--- src/rtl/tail_light_seq.sv ---
// rtl/tail_light_seq.sv - sequential tail-light controller with step prescaler and PWM dimming
module tail_light_seq #(
  parameter int LAMPS       = 3,
  parameter int STEP_CYCLES = 4,
  parameter int PWM_BITS    = 8,
  parameter int DUTY_DAY    = 255,
  parameter int DUTY_NIGHT  = 32
) (
  input  logic               clk,
  input  logic               reset,
  input  logic               left,
  input  logic               right,
  input  logic               night,
  output logic [2*LAMPS-1:0] light,
  output logic               busy
);

  localparam int SW = $clog2(LAMPS + 1);
  localparam int PW = $clog2(STEP_CYCLES);

  localparam logic [SW-1:0]       STEP_LAST = SW'(LAMPS);
  localparam logic [PW-1:0]       PRE_LAST  = PW'(STEP_CYCLES - 1);
  localparam logic [PWM_BITS-1:0] DUTY_D    = PWM_BITS'(DUTY_DAY);
  localparam logic [PWM_BITS-1:0] DUTY_N    = PWM_BITS'(DUTY_NIGHT);

  typedef enum logic [1:0] {IDLE, RUN, HAZ, BLANK} state_t;

  state_t              state_q, state_d;
  logic                dir_q, dir_d;
  logic [SW-1:0]       step_q, step_d;
  logic [PW-1:0]       pre_q, pre_d;
  logic [PWM_BITS-1:0] pwm_q, pwm_d;
  logic                night_q;

  logic                tick;
  logic [PWM_BITS-1:0] duty;
  logic                pwm_on;
  logic [LAMPS-1:0]    side;

  assign tick = (pre_q == PRE_LAST);

  // State register; night is registered so outputs depend on registers only
  always_ff @(posedge clk) begin
    if (reset) begin
      state_q <= IDLE;
      dir_q   <= 1'b0;
      step_q  <= '0;
      pre_q   <= '0;
      pwm_q   <= '0;
      night_q <= 1'b0;
    end else begin
      state_q <= state_d;
      dir_q   <= dir_d;
      step_q  <= step_d;
      pre_q   <= pre_d;
      pwm_q   <= pwm_d;
      night_q <= night;
    end
  end

  // Next-state logic: requests are only sampled in IDLE, dir latched at start
  always_comb begin
    state_d = state_q;
    dir_d   = dir_q;
    step_d  = step_q;
    pwm_d   = pwm_q + PWM_BITS'(1);
    pre_d   = (state_q == IDLE) ? '0 : (tick ? '0 : pre_q + PW'(1));
    case (state_q)
      IDLE: begin
        if (left ^ right) begin
          state_d = RUN;
          step_d  = SW'(1);
          dir_d   = right;
        end else if (left & right) begin
          state_d = HAZ;
        end
      end
      RUN: begin
        if (tick) begin
          if (step_q == STEP_LAST) begin
            state_d = BLANK;
            step_d  = '0;
          end else begin
            step_d = step_q + SW'(1);
          end
        end
      end
      HAZ: begin
        if (tick) state_d = BLANK;
      end
      BLANK: begin
        if (tick) state_d = IDLE;
      end
      default: state_d = IDLE;
    endcase
  end

  // Lamp decode: all-ones duty is forced fully on rather than 2^N-1 of 2^N
  always_comb begin
    duty   = night_q ? DUTY_N : DUTY_D;
    pwm_on = (duty == '1) || (pwm_q < duty);
    side   = '0;
    light  = '0;
    busy   = (state_q != IDLE);
    case (state_q)
      RUN: begin
        for (int i = 0; i < LAMPS; i++) begin
          if (SW'(i) < step_q) side[i] = pwm_on;
        end
        light = dir_q ? {{LAMPS{1'b0}}, side} : {side, {LAMPS{1'b0}}};
      end
      HAZ:     light = {(2*LAMPS){pwm_on}};
      default: light = '0;
    endcase
  end

endmodule
--- config.mk ---
export PLATFORM = sky130hd
export DESIGN_NAME = tail_light_seq
export DESIGN_NICKNAME = d
export VERILOG_FILES = /design/src/rtl/tail_light_seq.sv
export SDC_FILE = /design/constraint.sdc
export NUM_CORES = 1
export LEC_CHECK = 0
export CAP_MARGIN = 5
export CORE_ASPECT_RATIO = 1.5
export CORE_MARGIN = 2
export CORE_UTILIZATION = 45
export DETAILED_ROUTE_END_ITERATION = 8
export GPL_ROUTABILITY_DRIVEN = 0
export HOLD_SLACK_MARGIN = 0.12
export PLACE_DENSITY = 0.77
export SLEW_MARGIN = 0
export SYNTH_ARGS = -nofsm -noshare
export SYNTH_HDL_FRONTEND = slang
export SYNTH_SLANG_ARGS = --single-unit
export TNS_END_PERCENT = 10
--- constraint.sdc ---
create_clock -name clk -period 2.1 [get_ports clk]
set_input_delay 0.21 -clock clk [delete_from_list [all_inputs] [get_ports clk]]
set_output_delay 0.21 -clock clk [all_outputs]
set_load 0.1 [all_outputs]
==> results of run 1 <==
==> report_power, final <==
part	internal [mW]	switching (mW)
clock network	0.106	0.101
logic	0.323	0.491
registers	0.344	0.0447
total	0.773	0.637
==> kinds of logic (layout without fill, tap and decap cells) <==
group	count (synthesis)	count (layout)
buffers and inverters	12	27
AND/OR/NAND/NOR	33	33
flip-flops	16	16
AO/OA/AOI/OAI	28	28
XOR/XNOR	3	3
adder cells (fa/ha/maj)	16	16
multiplexers	2	2
==> cell usage in the layout (no fill, tap or decap), types with 2 or more instances in the layout <==
master and count:
a31oi_1 3, nor2_1 5, nand2_1 4, buf_12 9
inv_1 9, dfxtp_2 3, ha_1 12, nor2b_1 3
a21oi_2 2, a21oi_1 10, clkbuf_4 3, or3_1 3
o21ai_0 3, nand4_1 3, clkdlybuf4s50_1 4, ha_4 4
nor3_4 6, dfxtp_1 12, xor2_1 2, nand3_1 4
==> area by class of cell <==
cell class / count / share of cell area (%)
flip-flops and latches: 16 / 23.0
well taps: 22 / 1.93
inverters: 9 / 2.37
repair buffers: 14 / 16.0
clock buffers: 4 / 2.55
multi-input cells: 82 / 54.1
==> registers in the layout, indices dropped and copies added (netlist names) <==
signal   count
state_q      2
pwm_q        8
night_q      1
pre_q        2
step_q       2
dir_q        1
==> per-stage QoR <==
stage / TNS (ps) / worst slack, ps
after detailed placement: 0 / 21.9
after global placement: 0 / 112
after floorplan: 0 / 16.0
after global routing: -960 / -161
final: -567 / -97.3
after CTS: -3.74 / -3.74
==> repair_timing <==
item,CTS,global route
setup buffers,2,1
endpoints found under the setup margin,6,6
resized for setup,6,4
pin swaps,10,11
endpoints found under the hold margin,0,0
gates cloned,0,0
==> metal layers <==
metal,vias up,share of wire [%],GRT usage [%],wire [microns]
met2,21,56,39.3,1280
met5,-,0,0,0
met4,0,3.6,13.8,83
li1,426,-,-,-
met3,9,3.1,2.05,70
met1,417,38,20.2,865
==> worst paths after layout <==
path / from / cells past startpoint / slack, ps / to
min: pre_q[0] / 1 / 440 / pre_q[0]
min reg2reg: pre_q[0] / 1 / 440 / pre_q[0]
max reg2reg: state_q[0] / 5 / 510 / state_q[0]
max: night_q / 6 / -100 / light[1]
==> results.py, run 1 <==
metrics = {
    "status": {
        "outcome": "finished with violations",
        "failed_checks": "setup timing",
    },
    "sta": {
        "postLayoutSetupSlackWorst_ps": -97.3,
        "min_period_ps": 2200,
        "timing_max_transition_violations_final": 0,
        "timing.final.setup_violations": 6,
        "fmaxAchievable_mhz": 455,
        "skew_ps": 0.443,
        "finalHoldViolations": 0,
        "min_period_over_period_pct": 105,
        "hold-worst-slack_ps": 443,
        "tightestPinTransition_ps": 361,
        "timing.slew.headroom_pct": 75.8,
        "rsz0062_at_grt": "true",
    },
    "logic_synthesis": {
        "post-synth-top-area-fraction_pct": 32.4,
        "synth.area.mux_share_pct": 2.66,
        "synth_area_leaders": "dfxtp_1, ha_1, a21oi_1",
        "synth_top_cells_by_count": "dfxtp_1, ha_1, a21oi_1, inv_1, nor3_1",
        "synth-seq-cells": 16,
        "synth-adder-area-share_pct": 20.3,
        "synth_top_cell_by_area": "dfxtp_1",
        "synth-simple-area-share_pct": 18.5,
        "synth-xor-area-share_pct": 2.66,
        "async_flop_share_pct": 0,
        "ys_seq_area_share_pct": 32.4,
        "synthesis.yosys.warnings": 0,
        "synthCells": 110,
        "combinational_family_with_the_most_area_after_synthesis": "adder cells",
        "number_of_flops_mapped_to_enable_cells_by_yosys": 0,
        "synth.avg_cell_area_sq_um": 8.97,
        "synth.distinct_cells": 33,
        "synth_compound_area_share_pct": 18.8,
        "most_common_flop_cell_mapped_by_yosys": "dfxtp_1",
        "syn-cell-area_sq_um": 987,
        "synthesis.nets": 131,
    },
    "clock_network": {
        "tritoncts": "done",
        "htree_num_levels": 1,
        "cts.path.max_buffers": 2,
        "clk_pin_slew_ps": 90,
        "cts_num_sinks": 16,
        "cts_root_buffer": "clkbuf_4",
        "number_of_buffers_created_by_cts": 3,
        "cts_hold_buffers": 0,
        "worst_skew_pair.late_latency_ps": 290,
    },
    "die": {
        "effective_utilization_at_floorplan_pct": 48.1,
        "dieArea_sq_mm": 0.00259,
        "floorplan.core_area_sq_mm": 0.00205,
        "pin_count": 12,
        "rows": 20,
        "die-height_microns": 61.4,
        "die-width_microns": 42.2,
    },
    "critical_path": {
        "worstPathBufferInverterCount": 2,
        "slowest_delay_ps": 410,
        "cpLargestDelayFamily": "flip-flops",
        "kind_of_start_point_of_the_critical_path": "flip-flop",
        "timing.critical_path.to_type": "primary output",
        "crit_fanout": 8,
        "ordered_list_of_cells_on_the_worst_path": "ha_4 > nand4_1 > a211oi_4 > buf_12 > nor3_4 > buf_12",
        "worst_setup_path_class": "flip-flop to primary output",
        "crit_top_cell": "buf_12",
        "crit_path_dat_ps": 1990,
        "required_ps": 1890,
        "critical_path_cell_with_the_highest_stage_delay": "dfxtp_4",
    },
    "final_layout": {
        "final_cell_count_no_fill": 147,
        "fin_nets": 147,
        "area_taken_by_flip_flops_and_latches_sq_um": 328,
        "final_util_pct": 69.4,
        "antennaDiodeCount": 0,
        "layout.filler_cells": 157,
        "drive_gt1_share_pct": 28.8,
        "stdcell_area_sq_mm": 0.00142,
        "syn_to_final_growth_pct": 44.2,
        "multi_input_comb_area_sq_um": 771,
    },
    "routing": {
        "detail_route.first_pass.iterations": 4,
        "final_antenna_net_count": 0,
        "postRouteWirelength_mm": 2.30,
        "via_density_per_instance": 5.94,
        "drtIter0Drc": 14,
        "wl_per_cell_microns": 15.6,
        "route.detailed.drc": 0,
        "total_via_count_after_detailed_routing": 873,
    },
    "place": {
        "post_dp_cell_area_sq_mm": 0.00128,
        "dp_cells": 141,
        "hpwlAfterDp_mm": 1.63,
        "buffer_ports.inserted": 11,
    },
    "global_routing": {
        "track_usage_pct": 20.2,
        "grt_pass1_vias": 894,
        "maximum_number_of_pins_on_one_net_before_global_route_repair": 10,
        "overflow": 0,
        "global_route_wire_length_before_repair_mm": 3.86,
        "grt_antenna_before_repair": 0,
    },
    "power": {
        "vdd_drop_max_mv": 0.673,
        "cellLeakagePower_nw": 0.531,
        "power_density_mw_per_mm2": 990,
        "power.total_mw": 1.41,
    },
    "flow_run": {
        "max_cap_violations": 0,
    },
    "hold_path": {
        "min-delay-path-class": "flip-flop to flip-flop",
    },
}
(Power assumes the default switching activity.)
==> run 2, diff against run 1 <==
--- a/config.mk
+++ b/config.mk
@@ -5,10 +5,11 @@
 export SDC_FILE = /design/constraint.sdc
 export NUM_CORES = 1
 export LEC_CHECK = 0
-export CAP_MARGIN = 5
+export ABC_AREA = 1
 export CORE_ASPECT_RATIO = 1.5
 export CORE_MARGIN = 2
 export CORE_UTILIZATION = 45
+export CTS_CLUSTER_SIZE = 25
 export DETAILED_ROUTE_END_ITERATION = 8
 export GPL_ROUTABILITY_DRIVEN = 0
 export HOLD_SLACK_MARGIN = 0.12
==> run 2 against run 1 <==
Against the previous run: non-clock buffer count rose by 3; sequential power rose by 8.5%; area after synthesis rose by 1.6%; flip-flop and latch count did not move; power rose by 18%; register-to-register slack got worse by 50 ps; hold slack got worse by 12 ps; clock skew rose by 6.0 ps; the flow still finishes with violations (setup timing); via count rose by 7.3%; cell area rose by 7.6%; first-iteration DRC count fell by 7.1%.
==> results.py, run 2 <==
metrics = {
    "routing": {
        "wl_per_cell_microns": 14.2,
        "drtIter0Drc": 13,
        "total_via_count_after_detailed_routing": 937,
        "postRouteWirelength_mm": 2.53,
        "via_density_per_instance": 5.23,
        "final_antenna_net_count": 0,
        "route.detailed.drc": 0,
        "detail_route.first_pass.iterations": 4,
    },
    "logic_synthesis": {
        "most_common_flop_cell_mapped_by_yosys": "dfxtp_1",
        "synth_top_cells_by_count": "nor2_1, inv_1, nand2_1, dfxtp_1, ha_1",
        "number_of_flops_mapped_to_enable_cells_by_yosys": 0,
        "ys_seq_area_share_pct": 31.9,
        "async_flop_share_pct": 0,
        "synthesis.nets": 157,
        "synthCells": 136,
        "synth-seq-cells": 16,
        "synthesis.yosys.warnings": 0,
        "synth_area_leaders": "dfxtp_1, ha_1, nor2_1",
        "synth.distinct_cells": 17,
        "synth_top_cell_by_area": "dfxtp_1",
        "syn-cell-area_sq_mm": 0.00100,
        "post-synth-top-area-fraction_pct": 31.9,
        "yosys.cell_count.top_type": "nor2_1",
        "synth.avg_cell_area_sq_um": 7.38,
    },
    "critical_path": {
        "r2r.worst_path.cells": 6,
        "required_ps": 1890,
        "critical_path_cell_with_the_highest_stage_delay": "dfxtp_4",
        "end_of_the_worst_register_to_register_path": "state_q[1]",
        "crit_path_dat_ps": 2000,
        "worstPathBufferInverterCount": 3,
        "worst_setup_path_class": "flip-flop to primary output",
        "rr_startpoint": "state_q[0]",
        "timing.critical_path.to_type": "primary output",
        "slowest_delay_ps": 390,
        "crit_fanout": 7,
        "rrSetupSlack_ps": 460,
        "ordered_list_of_cells_on_the_worst_path": "ha_4 > nand2_2 > buf_4 > buf_4 > nor2_2 > nand2_1 > nand2_2 > nand2_8 > nand2_8 > a21oi_4 > buf_12",
        "kind_of_start_point_of_the_critical_path": "flip-flop",
        "cpLargestDelayFamily": "simple AND/OR/NAND/NOR gates",
    },
    "status": {
        "failed_checks": "setup timing",
        "outcome": "finished with violations",
    },
    "clock_network": {
        "cts_hold_buffers": 0,
        "number_of_buffers_created_by_cts": 3,
        "tritoncts": "done",
        "worst_skew_pair.late_latency_ps": 280,
        "htree_num_levels": 1,
        "cts_num_sinks": 16,
        "clk_pin_slew_ps": 100,
        "cts.path.max_buffers": 2,
        "cts_root_buffer": "clkbuf_4",
    },
    "sta": {
        "postLayoutSetupSlackWorst_ps": -110,
        "timing.setup.tns_ps": -614,
        "skew_ps": 6.40,
        "fmaxAchievable_mhz": 453,
        "timing_max_transition_violations_final": 0,
        "timing.final.setup_violations": 6,
        "tightestPinTransition_ps": 538,
        "min_period_ps": 2210,
        "finalHoldViolations": 0,
        "rsz0062_at_grt": "true",
        "min_period_over_period_pct": 105,
        "timing.slew.headroom_pct": 64.1,
    },
    "global_routing": {
        "grt_pass1_vias": 1045,
        "grt_antenna_before_repair": 0,
        "maximum_number_of_pins_on_one_net_before_global_route_repair": 10,
        "track_usage_pct": 21.6,
        "overflow": 0,
        "global_route_wire_length_before_repair_mm": 4.30,
    },
    "final_layout": {
        "syn_to_final_growth_pct": 52.7,
        "largest_reg_flops": 8,
        "final_util_pct": 73.8,
        "mostFrequentLayoutCell": "inv_1",
        "antennaDiodeCount": 0,
        "final_cell_count_no_fill": 179,
        "drive_gt1_share_pct": 31.8,
        "fin_nets": 179,
        "stdcell_area_sq_mm": 0.00153,
        "layout.cells.most_common_list": "inv_1, nor2_1, nand2_1",
        "largest_register": "pwm_q",
    },
    "hold_path": {
        "min_delay_path_depth": 1,
        "min_to": "pre_q[0]",
        "min-delay-path-class": "flip-flop to flip-flop",
        "holdCritStartpoint": "pre_q[0]",
    },
    "die": {
        "die-height_microns": 61.8,
        "dieArea_sq_mm": 0.00263,
        "rows": 20,
        "floorplan.core_area_sq_mm": 0.00208,
        "pin_count": 12,
        "die-width_microns": 42.6,
        "effective_utilization_at_floorplan_pct": 48.3,
    },
    "place": {
        "post_dp_cell_area_sq_mm": 0.00128,
        "buffer_ports.inserted": 11,
        "detailedPlace.worstSlack_ps": 117,
        "hpwlAfterDp_mm": 1.69,
        "dp_cells": 169,
    },
    "power": {
        "power_density_mw_per_mm2": 1080,
        "vdd_drop_max_mv": 1.04,
        "cellLeakagePower_nw": 0.611,
    },
    "flow_run": {
        "max_cap_violations": 0,
    },
}
==> run 2: cell types whose count changed in the layout (fill, tap and decap cells not counted), moves of 4 or more <==
| cell | delta |
|---|---|
| nand3_2 | +5 |
| a21oi_1 | -4 |
| inv_1 | +13 |
| o21ai_0 | +4 |
| nor3_4 | -6 |
| nand2_1 | +12 |
| a21oi_4 | +6 |
| nor2_1 | +16 |
==> run 2: worst register-to-register path: cells and delay by family, from the launching register on <==
family	cells	cell delay [ps]
simple gates	3	380
flops	1	380
buf+inv	2	500
fa+ha+maj	1	290
==> run 2: metal layers <==
layer	global-route usage, %	vias to the layer above	routed length (microns)
met5	0	-	0
met2	46.2	19	1490
met1	18.8	422	885
li1	-	486	-
met3	4.05	10	62
met4	11.2	0	99
==> run 2: final cells by class <==
type                            instances  area [sq um]
Tap cell                               22          27.5
Clock buffer                            4          36.3
Sequential cell                        16           327
Inverter                               22          82.6
Multi-Input combinational cell         98           823
Fill cell                             140           544
Timing Repair Buffer                   17           236
==> run 2: where the power goes <==
part           internal [mW]  switching, mW
Sequential             0.359         0.0622
Clock                  0.105         0.0976
Combinational          0.342          0.691
Total                  0.807          0.851
==> run 2: cell families (layout without fill, tap and decap cells) <==
family                   Yosys count  count (layout)  synth area share (%)
AO/OA/AOI/OAI                     24              24                  13.6
XOR/XNOR                           2               2                  1.75
adder cells (fa/ha/maj)           16              16                  19.9
buffers and inverters             22              43                  8.23
flip-flops                        16              16                  31.9
AND/OR/NAND/NOR                   56              56                  24.6
==> run 2: worst max path at each step <==
stage          cells after the start       end  startpoint  slack, ps
2_1_floorplan                      8  light[3]     night_q         40
3_3_place_gp                       9  light[4]     night_q        200
3_5_place_dp                       9  light[0]     night_q        120
4_1_cts                           12  light[0]     night_q       -130
5_1_grt                           12  light[3]     night_q       -220
6_report                          11  light[0]     night_q       -110
==> run 2: timing repair <==
item | in CTS | in global routing
resized for setup | 26 | 4
buffers inserted | 6 | 0
setup endpoints to repair | 6 | 6
endpoints found under the hold margin | 0 | 0
gates cloned | 0 | 0
pin swaps | 13 | 10
==> run 2: per-stage QoR <==
stage / total power [mW] / hold slack [ps]
2_1_floorplan: 1.10 / 274
3_3_place_gp: 1.36 / 407
3_5_place_dp: 1.38 / 417
4_1_cts: 1.63 / 430
5_1_grt: 1.75 / 442
6_report: 1.66 / 431
==> run 3, diff against run 2 <==
--- a/config.mk
+++ b/config.mk
@@ -14,6 +14,7 @@
 export GPL_ROUTABILITY_DRIVEN = 0
 export HOLD_SLACK_MARGIN = 0.12
 export PLACE_DENSITY = 0.77
+export SKIP_LAST_GASP = 1
 export SLEW_MARGIN = 0
 export SYNTH_ARGS = -nofsm -noshare
 export SYNTH_HDL_FRONTEND = slang
==> run 3 against run 2 <==
Against the previous run: the flow still finishes with violations (setup timing); via count up 0.85%; critical path depth unchanged; count of clock-buffer cells in the layout unchanged; core utilization unchanged; clock skew unchanged; first-iteration DRC count unchanged; global-route usage unchanged; maximum frequency about the same; non-clock buffer count unchanged; sequential power about the same; register-to-register slack about the same; hold slack unchanged.
==> results.py, run 3 (synthesis results as in run 2) <==
metrics = {
    "routing": {
        "total_via_count_after_detailed_routing": 945,
        "via_density_per_instance": 5.28,
        "postRouteWirelength_mm": 2.53,
        "drtIter0Drc": 13,
        "detail_route.first_pass.iterations": 4,
        "route.detailed.drc": 0,
        "wl_per_cell_microns": 14.2,
        "final_antenna_net_count": 0,
    },
    "critical_path": {
        "slowest_delay_ps": 390,
        "required_ps": 1890,
        "rr_startpoint": "state_q[0]",
        "ordered_list_of_cells_on_the_worst_path": "ha_4 > nand2_2 > buf_4 > buf_4 > nor2_2 > nand2_1 > nand2_2 > nand2_8 > nand2_8 > a21oi_4 > buf_12",
        "r2r.worst_path.cells": 6,
        "crit_path_dat_ps": 2000,
        "rrSetupSlack_ps": 460,
        "kind_of_start_point_of_the_critical_path": "flip-flop",
        "end_of_the_worst_register_to_register_path": "state_q[1]",
        "critical_path_cell_with_the_highest_stage_delay": "dfxtp_4",
        "timing.critical_path.to_type": "primary output",
        "worst_setup_path_class": "flip-flop to primary output",
        "crit_fanout": 7,
    },
    "hold_path": {
        "min-delay-path-class": "flip-flop to flip-flop",
        "holdCritStartpoint": "pre_q[0]",
        "min_to": "pre_q[0]",
        "min_delay_path_depth": 1,
    },
    "flow_run": {
        "max_cap_violations": 0,
    },
    "final_layout": {
        "final_util_pct": 73.8,
        "largest_register": "pwm_q",
        "largest_reg_flops": 8,
        "final_cell_count_no_fill": 179,
        "area_taken_by_flip_flops_and_latches_sq_um": 327,
        "fin_nets": 179,
        "drive_gt1_share_pct": 31.8,
        "layout.cells.most_common_list": "inv_1, nor2_1, nand2_1",
        "layout.filler_cells": 140,
        "mostFrequentLayoutCell": "inv_1",
        "antennaDiodeCount": 0,
        "stdcell_area_sq_mm": 0.00153,
        "multi_input_comb_area_sq_um": 823,
        "syn_to_final_growth_pct": 52.7,
    },
    "die": {
        "floorplan.core_area_sq_mm": 0.00208,
        "die-height_microns": 61.8,
        "pin_count": 12,
        "dieArea_sq_mm": 0.00263,
        "rows": 20,
        "effective_utilization_at_floorplan_pct": 48.3,
        "die-width_microns": 42.6,
    },
    "sta": {
        "finalHoldViolations": 0,
        "hold-worst-slack_ps": 431,
        "timing.slew.headroom_pct": 64.1,
        "fmaxAchievable_mhz": 452,
        "postLayoutSetupSlackWorst_ps": -110,
        "tightestPinTransition_ps": 538,
        "min_period_ps": 2210,
        "skew_ps": 6.40,
        "min_period_over_period_pct": 105,
        "timing_max_transition_violations_final": 0,
        "timing.final.setup_violations": 6,
        "rsz0062_at_grt": "true",
        "timing.setup.tns_ps": -620,
    },
    "place": {
        "detailedPlace.worstSlack_ps": 117,
        "post_dp_cell_area_sq_mm": 0.00128,
        "dp_cells": 169,
        "hpwlAfterDp_mm": 1.69,
        "buffer_ports.inserted": 11,
    },
    "global_routing": {
        "maximum_number_of_pins_on_one_net_before_global_route_repair": 10,
        "overflow": 0,
        "global_route_wire_length_before_repair_mm": 4.30,
        "track_usage_pct": 21.6,
        "grt_antenna_before_repair": 0,
        "grt_pass1_vias": 1045,
    },
    "clock_network": {
        "tritoncts": "done",
        "cts_hold_buffers": 0,
        "cts.path.max_buffers": 2,
        "number_of_buffers_created_by_cts": 3,
        "worst_skew_pair.late_latency_ps": 280,
        "htree_num_levels": 1,
        "cts_root_buffer": "clkbuf_4",
        "clk_pin_slew_ps": 100,
        "cts_num_sinks": 16,
    },
    "status": {
        "outcome": "finished with violations",
        "failed_checks": "setup timing",
    },
    "power": {
        "power.total_mw": 1.66,
        "cellLeakagePower_nw": 0.611,
        "power_density_mw_per_mm2": 1080,
        "vdd_drop_max_mv": 1.04,
    },
}
## run 3: cell counts in the layout (fill, tap and decap cells not counted)
Identical to the previous run, type by type.
## run 3: critical path: cells and delay by family, from the launching register on
kind            cells  cell delay [ps]
compound gates      1               80
simple gates        6              510
fa+ha+maj           1              280
flops               1              390
buf+inv             3              430
## run 3: area by class of cell
cell class	count	share of cell area, %
Timing Repair Buffer	17	15.4
Tap cell	22	1.80
Sequential cell	16	21.3
Clock buffer	4	2.37
Multi-Input combinational cell	98	53.7
Inverter	22	5.39
## run 3: power by group
| group | total (mW) | switching [mW] | internal (mW) |
|---|---|---|---|
| Sequential | 0.422 | 0.0623 | 0.359 |
| Combinational | 1.03 | 0.691 | 0.342 |
| Clock | 0.203 | 0.0976 | 0.105 |
## run 3: worst max path at each step
| stage | startpoint | end | slack (ps) | depth (start not counted) |
|---|---|---|---|---|
| 2_1_floorplan | night_q | light[3] | 40 | 8 |
| 3_3_place_gp | night_q | light[4] | 200 | 9 |
| 3_5_place_dp | night_q | light[0] | 120 | 9 |
| 4_1_cts | night_q | light[0] | -130 | 12 |
| 5_1_grt | night_q | light[3] | -220 | 12 |
| 6_report | night_q | light[0] | -110 | 11 |
## run 3: routing by layer
metal	GRT usage [%]	vias up	routed length [microns]
met4	11.2	0	99
met2	46.2	21	1490
met3	4.05	10	64
li1	-	486	-
met5	0	-	0
met1	18.8	428	883
## run 3: what timing repair did
action                     4_1_cts  5_1_grt
pin swaps                       13        9
setup endpoints to repair        6        6
setup buffers                    6        0
resized for setup               26        4
